$ cat src/rtl/midi_event_parser.sv
// midi_event_parser
//
// Turns the raw received byte stream into validated MIDI note events (note-on / note-off)
// and buffers them in a small FIFO drained through a valid/ready handshake.
//
// Build option: define MIDI_RUNNING_STATUS_EN to let data-byte pairs that follow a completed
// note message reuse its status and channel. Left undefined, a data byte seen while idle is
// a protocol error.
//
// Parameters:
//   CHANNEL    - channel accepted when OMNI = 0 (0..15)
//   OMNI       - 1: accept note messages on every channel
//   FIFO_DEPTH - event FIFO entries (power of two, >= 2)
//
// Ports:
//   clk, nreset         - clock (posedge) and asynchronous active-low reset
//   rx_valid, rx_data   - one-cycle strobe per received byte, and the byte itself
//   evt_valid/evt_ready - FIFO head handshake; pop on evt_valid & evt_ready
//   evt_note_on, evt_note, evt_velocity, evt_channel - head event fields (0 when empty)
//   overflow            - one-cycle pulse when a completed event is dropped (FIFO full)
//   proto_err           - one-cycle pulse on a stray data byte or an aborted message
module midi_event_parser #(
  parameter int unsigned CHANNEL    = 0,
  parameter int unsigned OMNI       = 1,
  parameter int unsigned FIFO_DEPTH = 4
) (
  input  logic       clk,
  input  logic       nreset,
  input  logic       rx_valid,
  input  logic [7:0] rx_data,
  output logic       evt_valid,
  input  logic       evt_ready,
  output logic       evt_note_on,
  output logic [6:0] evt_note,
  output logic [6:0] evt_velocity,
  output logic [3:0] evt_channel,
  output logic       overflow,
  output logic       proto_err
);

  localparam int unsigned PtrW    = $clog2(FIFO_DEPTH);
  localparam int unsigned CntW    = PtrW + 1;
  localparam logic [3:0]  ChanSel = 4'(CHANNEL);
  localparam logic        OmniEn  = (OMNI != 0);
`ifdef MIDI_RUNNING_STATUS_EN
  localparam logic        RsEn    = 1'b1;
`else
  localparam logic        RsEn    = 1'b0;
`endif

  typedef enum logic [1:0] {StIdle, StWaitNote, StWaitVel, StSkip} state_e;

  typedef struct packed {
    logic       on;
    logic [6:0] note;
    logic [6:0] vel;
    logic [3:0] chan;
  } event_t;

  // ---------------------------------------------------------------------------------------
  // Byte parser
  // ---------------------------------------------------------------------------------------
  state_e     state_q, state_d;
  logic       rs_valid_q, rs_valid_d;
  logic       cmd_on_q, cmd_on_d;    // 1 for 0x9n, 0 for 0x8n
  logic [3:0] chan_q, chan_d;
  logic [6:0] note_q, note_d;
  event_t     stage_q, stage_d;      // completed event waiting for its FIFO write
  logic       stage_valid_q, stage_valid_d;
  logic       proto_err_q, proto_err_d;

  logic is_rt, is_note_status, chan_match;
  assign is_rt          = (rx_data[7:3] == 5'b11111);
  assign is_note_status = (rx_data[7:5] == 3'b100);
  assign chan_match     = OmniEn || (rx_data[3:0] == ChanSel);

  always_comb begin
    state_d       = state_q;
    rs_valid_d    = rs_valid_q;
    cmd_on_d      = cmd_on_q;
    chan_d        = chan_q;
    note_d        = note_q;
    stage_d       = stage_q;
    stage_valid_d = 1'b0;
    proto_err_d   = 1'b0;

    // Real-time bytes may interleave anywhere and leave everything untouched.
    if (rx_valid && !is_rt) begin
      if (rx_data[7]) begin
        // A status byte cuts short any partially received note message, then is handled
        // exactly as if the parser were idle.
        if ((state_q == StWaitNote) || (state_q == StWaitVel)) begin
          proto_err_d = 1'b1;
        end
        if (rx_data[7:4] == 4'hF) begin
          state_d    = StIdle;
          rs_valid_d = 1'b0;
        end else if (is_note_status && chan_match) begin
          cmd_on_d   = rx_data[4];
          chan_d     = rx_data[3:0];
          rs_valid_d = 1'b1;
          state_d    = StWaitNote;
        end else begin
          rs_valid_d = 1'b0;
          state_d    = StSkip;
        end
      end else begin
        unique case (state_q)
          StIdle: begin
            if (RsEn && rs_valid_q) begin
              note_d  = rx_data[6:0];
              state_d = StWaitVel;
            end else begin
              proto_err_d = 1'b1;
            end
          end
          StWaitNote: begin
            note_d  = rx_data[6:0];
            state_d = StWaitVel;
          end
          StWaitVel: begin
            // Note-on with zero velocity is reported as note-off.
            stage_d.on    = cmd_on_q && (rx_data[6:0] != 7'd0);
            stage_d.note  = note_q;
            stage_d.vel   = rx_data[6:0];
            stage_d.chan  = chan_q;
            stage_valid_d = 1'b1;
            state_d       = StIdle;
          end
          StSkip: begin
          end
          default: state_d = StIdle;
        endcase
      end
    end
  end

  always_ff @(posedge clk or negedge nreset) begin
    if (!nreset) begin
      state_q       <= StIdle;
      rs_valid_q    <= 1'b0;
      cmd_on_q      <= 1'b0;
      chan_q        <= 4'd0;
      note_q        <= 7'd0;
      stage_q       <= '0;
      stage_valid_q <= 1'b0;
      proto_err_q   <= 1'b0;
    end else begin
      state_q       <= state_d;
      rs_valid_q    <= rs_valid_d;
      cmd_on_q      <= cmd_on_d;
      chan_q        <= chan_d;
      note_q        <= note_d;
      stage_q       <= stage_d;
      stage_valid_q <= stage_valid_d;
      proto_err_q   <= proto_err_d;
    end
  end

  // ---------------------------------------------------------------------------------------
  // Event FIFO
  // ---------------------------------------------------------------------------------------
  event_t            mem_q [FIFO_DEPTH];
  logic [PtrW-1:0]   wr_ptr_q, rd_ptr_q;
  logic [CntW-1:0]   count_q;
  logic              overflow_q;
  logic              full, pop, do_push;
  event_t            head;

  assign full    = (count_q == CntW'(FIFO_DEPTH));
  assign pop     = evt_valid && evt_ready;
  // When full, a simultaneous pop frees the slot the push needs.
  assign do_push = stage_valid_q && (!full || pop);

  always_ff @(posedge clk or negedge nreset) begin
    if (!nreset) begin
      for (int unsigned i = 0; i < FIFO_DEPTH; i++) begin
        mem_q[i] <= '0;
      end
      wr_ptr_q   <= '0;
      rd_ptr_q   <= '0;
      count_q    <= '0;
      overflow_q <= 1'b0;
    end else begin
      if (do_push) begin
        mem_q[wr_ptr_q] <= stage_q;
        wr_ptr_q        <= wr_ptr_q + PtrW'(1);
      end
      if (pop) begin
        rd_ptr_q <= rd_ptr_q + PtrW'(1);
      end
      if (do_push && !pop) begin
        count_q <= count_q + CntW'(1);
      end else if (!do_push && pop) begin
        count_q <= count_q - CntW'(1);
      end
      overflow_q <= stage_valid_q && full && !pop;
    end
  end

  assign head         = mem_q[rd_ptr_q];
  assign evt_valid    = (count_q != '0);
  assign evt_note_on  = evt_valid & head.on;
  assign evt_note     = evt_valid ? head.note : 7'd0;
  assign evt_velocity = evt_valid ? head.vel  : 7'd0;
  assign evt_channel  = evt_valid ? head.chan : 4'd0;
  assign overflow     = overflow_q;
  assign proto_err    = proto_err_q;

endmodule

$ cat config.mk
export PLATFORM = sky130hd
export DESIGN_NAME = midi_event_parser
export DESIGN_NICKNAME = d
export VERILOG_FILES = /design/src/rtl/midi_event_parser.sv
export SDC_FILE = /design/constraint.sdc
export NUM_CORES = 1
export LEC_CHECK = 0
export ABC_CLOCK_PERIOD_IN_PS = 2250
export BUFFER_PORTS_ARGS = -buffer_cell sky130_fd_sc_hd__clkbuf_2
export CAP_MARGIN = 0
export CORE_AREA = 2 2 102 104
export DETAILED_ROUTE_END_ITERATION = 8
export DIE_AREA = 0 0 104 106
export GPL_ROUTABILITY_DRIVEN = 1
export PLACE_DENSITY = 0.8
export SLEW_MARGIN = 10
export SYNTH_ARGS = -nofsm -noshare
export SYNTH_HDL_FRONTEND = slang
export SYNTH_SLANG_ARGS = --single-unit
$ cat constraint.sdc
create_clock -name clk -period 2.25 [get_ports clk]
set_input_delay 0.1125 -clock clk [delete_from_list [all_inputs] [get_ports clk]]
set_output_delay 0.1125 -clock clk [all_outputs]
set_load 0.01 [all_outputs]
==> qor.log, run 1 <==
qor: clock_network.deepest_level_of_the_cts_h_tree 4
qor: synth.syn-mean-instance-area 15.9 sq um
qor: critical_path.worst-setup-path-type reg -> reg
qor: floorplan.floorplan.initialDensity 0.528
qor: critical_path.worstSetupEndpoint count_q[1]$_DFFE_PN0P_
qor: synth.yosys.cell_types.count 36
qor: routing.detailedRoute.firstIterationViolations 137
qor: sta.post-route-period-util 0.983
qor: finish.area.sequential 0.00298 sq mm
qor: critical_path.worst_path_cell_chain or4b_4 -> nand2_2 -> inv_1 -> ha_2 -> inv_1 -> fa_1 -> mux2_2
qor: routing.drc 0
qor: critical_path.combined_buffer_and_inverter_count_along_the_critical_path 2
qor: sta.finalWorstPathRequiredPeriod 2.21 ns
qor: global_routing.first_global_vias 3353
qor: synth.synth-seq-cells 119
qor: clock_network.numClockSinks 119
qor: routing.drt-total-wl 10800 microns
qor: critical_path.cpMostUsedCell inv_1
qor: sta.final.setup.tns 0 ns
qor: routing.route.antenna.remaining_nets 0
qor: finish.layout.filler_cells 721
qor: global_routing.grt_pass1_wl 17800 microns
qor: critical_path.worst-r2r-cell-count 7
qor: sta.timing.hold.ws 0.237 ns
qor: synth.yosys-top-cells-area dfrtp_1 56%, mux2_2 21%, mux4_2 8.1%, mux2_4 2.8%, and2_1 2.3%
qor: sta.worst_slew_margin_rel 0.468
qor: finish.layout.nets 416
qor: critical_path.critPathLaunch count_q[1]$_DFFE_PN0P_
qor: finish.finalCoreUtilization 0.643
qor: floorplan.die_height 106 microns
qor: synth.postSynth.topFlopCell dfrtp_1
qor: placed_design.dp_hpwl 6310 microns
qor: critical_path.worstPathRequired 2.64 ns
qor: critical_path.r2r-start count_q[1]$_DFFE_PN0P_
qor: clock_network.path_clk_slew 0.06 ns
qor: outcome.status finished, final reports clean
qor: finish.area_delta_synth_final 21.8%
qor: critical_path.worstSetupPathDepth 7
qor: power.power_density 1390 mW/mm^2
qor: critical_path.worstPathArrival 2.60 ns
qor: clock_network.cts_tree done
qor: routing.avgRoutedWirePerCell 19.9 microns
qor: synth.yosysWarnings 0
qor: routing.num_vias 3016
qor: power.post-layout-total-power 8.94 mW
qor: global_routing.grt.overflow.total 0
qor: finish.layout_common_cells 119 x dfrtp_1, 98 x mux2_2, 32 x clkbuf_2
qor: finish.drive_gt1_frac 0.525
qor: floorplan.io_pins 34
qor: floorplan.die_area 0.0110 sq mm
qor: power.vdd_ir_drop_max 0.637 mV
qor: clock_network.insertion_delay 0.51 ns
qor: finish.layout_commonest_cell dfrtp_1
qor: job.maxCapViolations 0
qor: placed_design.placement.io_buffers 33
qor: finish.total_area_of_multi_input_combinational_cells 0.00219 sq mm
qor: synth.synth_enable_flop_cells 0
qor: floorplan.fp.dieW 104 microns
qor: min_path.timing.hold.worst.class in -> async
qor: synth.async_flop_share 1.00
qor: routing.routed_via_density 5.56
qor: critical_path.worstPathMaxFanout 4
qor: synth.number_of_instances_in_the_synthesized_netlist 333
qor: floorplan.core_area 0.0100 sq mm
qor: critical_path.critical_path.endpoint_type flop
qor: sta.fmax 452 MHz
qor: clock_network.root_buffer clkbuf_8
qor: floorplan.rows 37
qor: sta.maxSlewViolCount 0
qor: critical_path.regToRegEndpoint count_q[1]$_DFFE_PN0P_
qor: placed_design.finalWeightedCongestion 0.723
qor: synth.synthDominantCellAreaShare 0.564
qor: global_routing.groute.usage.overall 0.215
qor: finish.insertedDiodeCount 0
qor: sta.final-setup-viol-count 0
qor: global_routing.initial_antenna_violation_count 0
qor: placed_design.dp_slack 0.0204 ns
qor: global_routing.grt_max_degree 64
qor: sta.layout_setup_ws 0.0376 ns
qor: clock_network.cts-root-to-sink-buffers 2
qor: clock_network.cts_inserted_buffers 17
qor: critical_path.critical-path-slowest-cell or4b_4
qor: routing.first_pass_iters 4
qor: synth.synth_area 0.00528 sq mm
qor: synth.synth_sequential_area_ratio 0.564
qor: critical_path.cp_launch_type flop
qor: synth.syn-num-nets 354
qor: critical_path.critical-path-max-stage-delay 0.54 ns
qor: sta.tightest_slew 0.799 ns
qor: sta.final.setup_skew 0.00966 ns
qor: critical_path.critical_path.top_delay_family simple AND/OR/NAND/NOR gates
qor: power.total_leakage_power 3.03 nW
qor: sta.hold_violations 0
qor: critical_path.timing.reg2reg.setup_slack 0.04 ns
qor: synth.most_area_hungry_cell_type_in_the_yosys_netlist dfrtp_1
## final cells by class
class                   count  share of cell area
inverters                   8             0.00467
clock buffers              22              0.0720
flip-flops and latches    119               0.463
repair buffers             59              0.0704
clock inverters             8              0.0228
multi-input cells         190               0.341
well taps                 136              0.0265
## layer usage
| layer | track usage | share of wire | wire (microns) |
|---|---|---|---|
| met1 | 0.271 | 0.42 | 4530 |
| met2 | 0.364 | 0.53 | 5680 |
| met3 | 0.0570 | 0.040 | 426 |
| met4 | 0.0724 | 0.013 | 143 |
| met5 | 0 | 0 | 0 |
## what timing repair did
item,in CTS,in global routing
endpoints found under the hold margin,83,0
hold buffers,11,0
gates resized for setup,1,3
endpoints found under the setup margin,1,2
pin swaps,0,2
setup buffers,0,1
## logic make-up after synthesis
family          Yosys count  share of synthesized area
mux                     128                      0.320
flops                   119                      0.564
simple gates             40                     0.0479
buf+inv                  24                     0.0244
fa+ha+maj                 9                     0.0227
compound gates            7                     0.0107
xor+xnor                  6                    0.00995
## where the power goes
part	switching, mW	internal [mW]
clock	0.905	1.87
combinational	1.07	1.55
sequential	0.586	2.96
## synthesized netlist by cell type, types with 2 or more instances
cell type  count
mux2_4        10
buf_2          3
xor2_1         2
clkbuf_1       7
dfrtp_1      119
nand2_1        5
buf_4          3
and2_1        19
nand3_2        3
nand3_1        2
xnor2_1        4
mux2_2        98
mux4_2        19
nand3b_1       2
nor2_1         2
inv_1          8
ha_1           8
## flip-flops by register name, summed over array words and instances, names as in the netlist
signal         count
rd_ptr_q           2
count_q            3
chan_q             4
stage_valid_q      1
state_q            2
proto_err          1
wr_ptr_q           2
stage_q           19
note_q             7
cmd_on_q           1
overflow           1
mem_q             76
## worst register-to-register path: stages, from the launching register on
cell and delay, ns:
dfrtp_1 0.43, or4b_4 0.54, nand2_2 0.11, inv_1 0.06, ha_2 0.19, inv_1 0.07
fa_1 0.41, mux2_2 0.28
## worst min-delay path by stage
stage | startpoint | to | slack, ns | cells past startpoint
after floorplan | nreset | chan_q[0]$_DFFE_PN0P_ | -0.18 | 0
after global placement | nreset | mem_q[72]$_DFFE_PN0P_ | 0.24 | 1
after detailed placement | nreset | mem_q[34]$_DFFE_PN0P_ | 0.25 | 1
after CTS | nreset | mem_q[53]$_DFFE_PN0P_ | 0.27 | 2
after global routing | nreset | mem_q[34]$_DFFE_PN0P_ | 0.29 | 2
final | nreset | mem_q[34]$_DFFE_PN0P_ | 0.24 | 2
## stage by stage
stage	std cells	instance area (sq um)
6_report	542	6430
5_1_grt	542	6430
4_1_cts	541	6410
3_5_place_dp	500	5690
3_3_place_gp	500	5690
2_1_floorplan	333	5280
Note: power is estimated with default switching activity, not from simulation.
==> run 2, diff against run 1 <==
--- a/config.mk
+++ b/config.mk
@@ -8,11 +8,12 @@
 export ABC_CLOCK_PERIOD_IN_PS = 2250
 export BUFFER_PORTS_ARGS = -buffer_cell sky130_fd_sc_hd__clkbuf_2
 export CAP_MARGIN = 0
-export CORE_AREA = 2 2 102 104
+export CORE_AREA = 2 2 101 103
+export CTS_BUF_LIST = sky130_fd_sc_hd__clkbuf_4 sky130_fd_sc_hd__clkbuf_8
 export DETAILED_ROUTE_END_ITERATION = 8
-export DIE_AREA = 0 0 104 106
+export DIE_AREA = 0 0 103 105
 export GPL_ROUTABILITY_DRIVEN = 1
-export PLACE_DENSITY = 0.8
+export PLACE_DENSITY = 0.82
 export SLEW_MARGIN = 10
 export SYNTH_ARGS = -nofsm -noshare
 export SYNTH_HDL_FRONTEND = slang
==> run 2 against run 1 <==
Maximum frequency up 2.5%. Die area down 1.9%. Critical path depth unchanged. Clock power down 32%. Setup slack better by 0.054 ns. Clock-buffer cell count down 2. Wire length down 8.3%. Largest power group unchanged.
==> qor.log, run 2 (synthesis results as in run 1) <==
qor: global_routing.first_global_vias 3249
qor: global_routing.groute.usage.overall 0.209
qor: routing.drt-total-wl 9880 microns
qor: finish.layout.nets 406
qor: routing.route.antenna.remaining_nets 0
qor: placed_design.dp_slack 0.0345 ns
qor: critical_path.cp_launch_type flop
qor: finish.postLayoutCellArea 0.00613 sq mm
qor: floorplan.rows 36
qor: sta.hold_violations 0
qor: sta.final-setup-viol-count 0
qor: routing.detailedRoute.firstIterationViolations 78
qor: critical_path.critical_path.endpoint_type flop
qor: floorplan.fp.dieW 103 microns
qor: sta.final.setup_skew 0.0140 ns
qor: finish.total_area_of_multi_input_combinational_cells 0.00220 sq mm
qor: finish.largest_register_ffs 76
qor: critical_path.worst-setup-path-type reg -> reg
qor: clock_network.cts_tree done
qor: critical_path.worstPathMaxFanout 4
qor: floorplan.core_area 0.00964 sq mm
qor: routing.num_vias 2922
qor: finish.finish.cell_count_without_fillers 531
qor: outcome.status finished, final reports clean
qor: sta.timing.hold.ws 0.0253 ns
qor: finish.largest-register mem_q
qor: global_routing.initial_antenna_violation_count 0
qor: clock_network.deepest_level_of_the_cts_h_tree 4
qor: placed_design.placed_cells_incl_taps 495
qor: power.power_density 1300 mW/mm^2
qor: finish.layout.filler_cells 711
qor: floorplan.die_area 0.0108 sq mm
qor: global_routing.grt_pass1_wl 16900 microns
qor: finish.area.sequential 0.00298 sq mm
qor: sta.fmax 463 MHz
qor: job.maxCapViolations 0
qor: floorplan.floorplan.initialDensity 0.548
qor: min_path.timing.hold.worst.class in -> reg
qor: clock_network.cts_inserted_buffers 17
qor: sta.layout_setup_ws 0.0911 ns
qor: floorplan.io_pins 34
qor: routing.drc 0
qor: finish.largest_registers_in_the_final_layout mem_q: 76 flops, stage_q: 19 flops, note_q: 7 flops
qor: clock_network.numClockSinks 119
qor: routing.routed_via_density 5.50
qor: finish.layout_commonest_cell dfrtp_1
qor: clock_network.path_clk_slew 0.07 ns
qor: sta.maxSlewViolCount 0
qor: power.total_leakage_power 2.88 nW
qor: placed_design.placedInstanceArea 0.00567 sq mm
qor: routing.avgRoutedWirePerCell 18.6 microns
qor: sta.final.setup.tns 0 ns
qor: clock_network.insertion_delay 0.42 ns
qor: floorplan.die_height 105 microns
qor: finish.drive_gt1_frac 0.540
qor: sta.tightest_slew 0.704 ns
qor: critical_path.worstPathRequired 2.55 ns
qor: placed_design.placement.io_buffers 33
qor: routing.first_pass_iters 4
qor: sta.worst_slew_margin_rel 0.527
qor: sta.post-route-period-util 0.960
qor: global_routing.grt_max_degree 58
qor: sta.rsz0062_at_grt false
qor: clock_network.root_buffer clkbuf_8
qor: sta.finalWorstPathRequiredPeriod 2.16 ns
qor: clock_network.cts-root-to-sink-buffers 2
qor: finish.area_delta_synth_final 16.0%
qor: global_routing.grt.overflow.total 0
qor: placed_design.finalWeightedCongestion 0.753
qor: finish.insertedDiodeCount 0
qor: placed_design.dp_hpwl 6110 microns
qor: finish.layout_common_cells 119 x dfrtp_1, 98 x mux2_2, 32 x clkbuf_2
qor: power.vdd_ir_drop_max 0.689 mV
qor: critical_path.worstPathArrival 2.46 ns
==> run 2: critical path, cell delays in order (launching register included) <==
cell and delay, ns:
dfrtp_1 0.42, or4b_4 0.54, nand2_2 0.11, inv_1 0.08, ha_4 0.16, inv_1 0.06
fa_1 0.40, mux2_2 0.27
==> run 2: cell type report <==
type,instances,share of cell area
Sequential cell,119,0.486
Multi-Input combinational cell,190,0.359
Timing Repair Buffer,49,0.0584
Clock buffer,20,0.0439
Tap cell,133,0.0272
Clock inverter,12,0.0206
Inverter,8,0.00490
==> run 2: path summary, 6_finish.rpt <==
check | start | slack, ns | cells after the start | endpoint
setup / recovery | count_q[1]$_DFFE_PN0P_ | 0.09 | 7 | count_q[1]$_DFFE_PN0P_
hold / removal | rx_data[4] | 0.03 | 2 | stage_q[8]$_DFFE_PN0P_
setup reg to reg | count_q[1]$_DFFE_PN0P_ | 0.09 | 7 | count_q[1]$_DFFE_PN0P_
hold reg to reg | count_q[2]$_DFFE_PN0P_ | 0.49 | 1 | count_q[2]$_DFFE_PN0P_
max in group asynchronous | nreset | 1.34 | 3 | stage_q[4]$_DFFE_PN0P_
min in group asynchronous | nreset | 0.18 | 2 | mem_q[64]$_DFFE_PN0P_
==> run 2: per-stage QoR <==
stage,util,total power [mW]
global placement,0.588,5.94
finish,0.636,7.96
global route,0.636,8.47
detailed placement,0.588,6.09
CTS,0.632,8.00
floorplan,-,5.24
==> run 2: per-layer routing <==
layer	GRT usage	part of all wire	vias up
li1	-	-	1316
met1	0.297	0.47	1541
met2	0.316	0.48	52
met3	0.0548	0.032	13
met4	0.0639	0.013	0
met5	0	0	-
==> run 2: what timing repair did <==
item / in CTS / in global routing
resized for setup: 0 / 5
setup buffers: 0 / 1
hold buffers: 3 / 0
hold endpoints to repair: 37 / 0
setup endpoints to repair: 0 / 2
==> run 2: power breakdown <==
part	leakage, nW	internal, mW	switching, mW
clock network	0.190	1.05	0.842
registers	1.52	2.96	0.550
logic	1.16	1.54	1.02
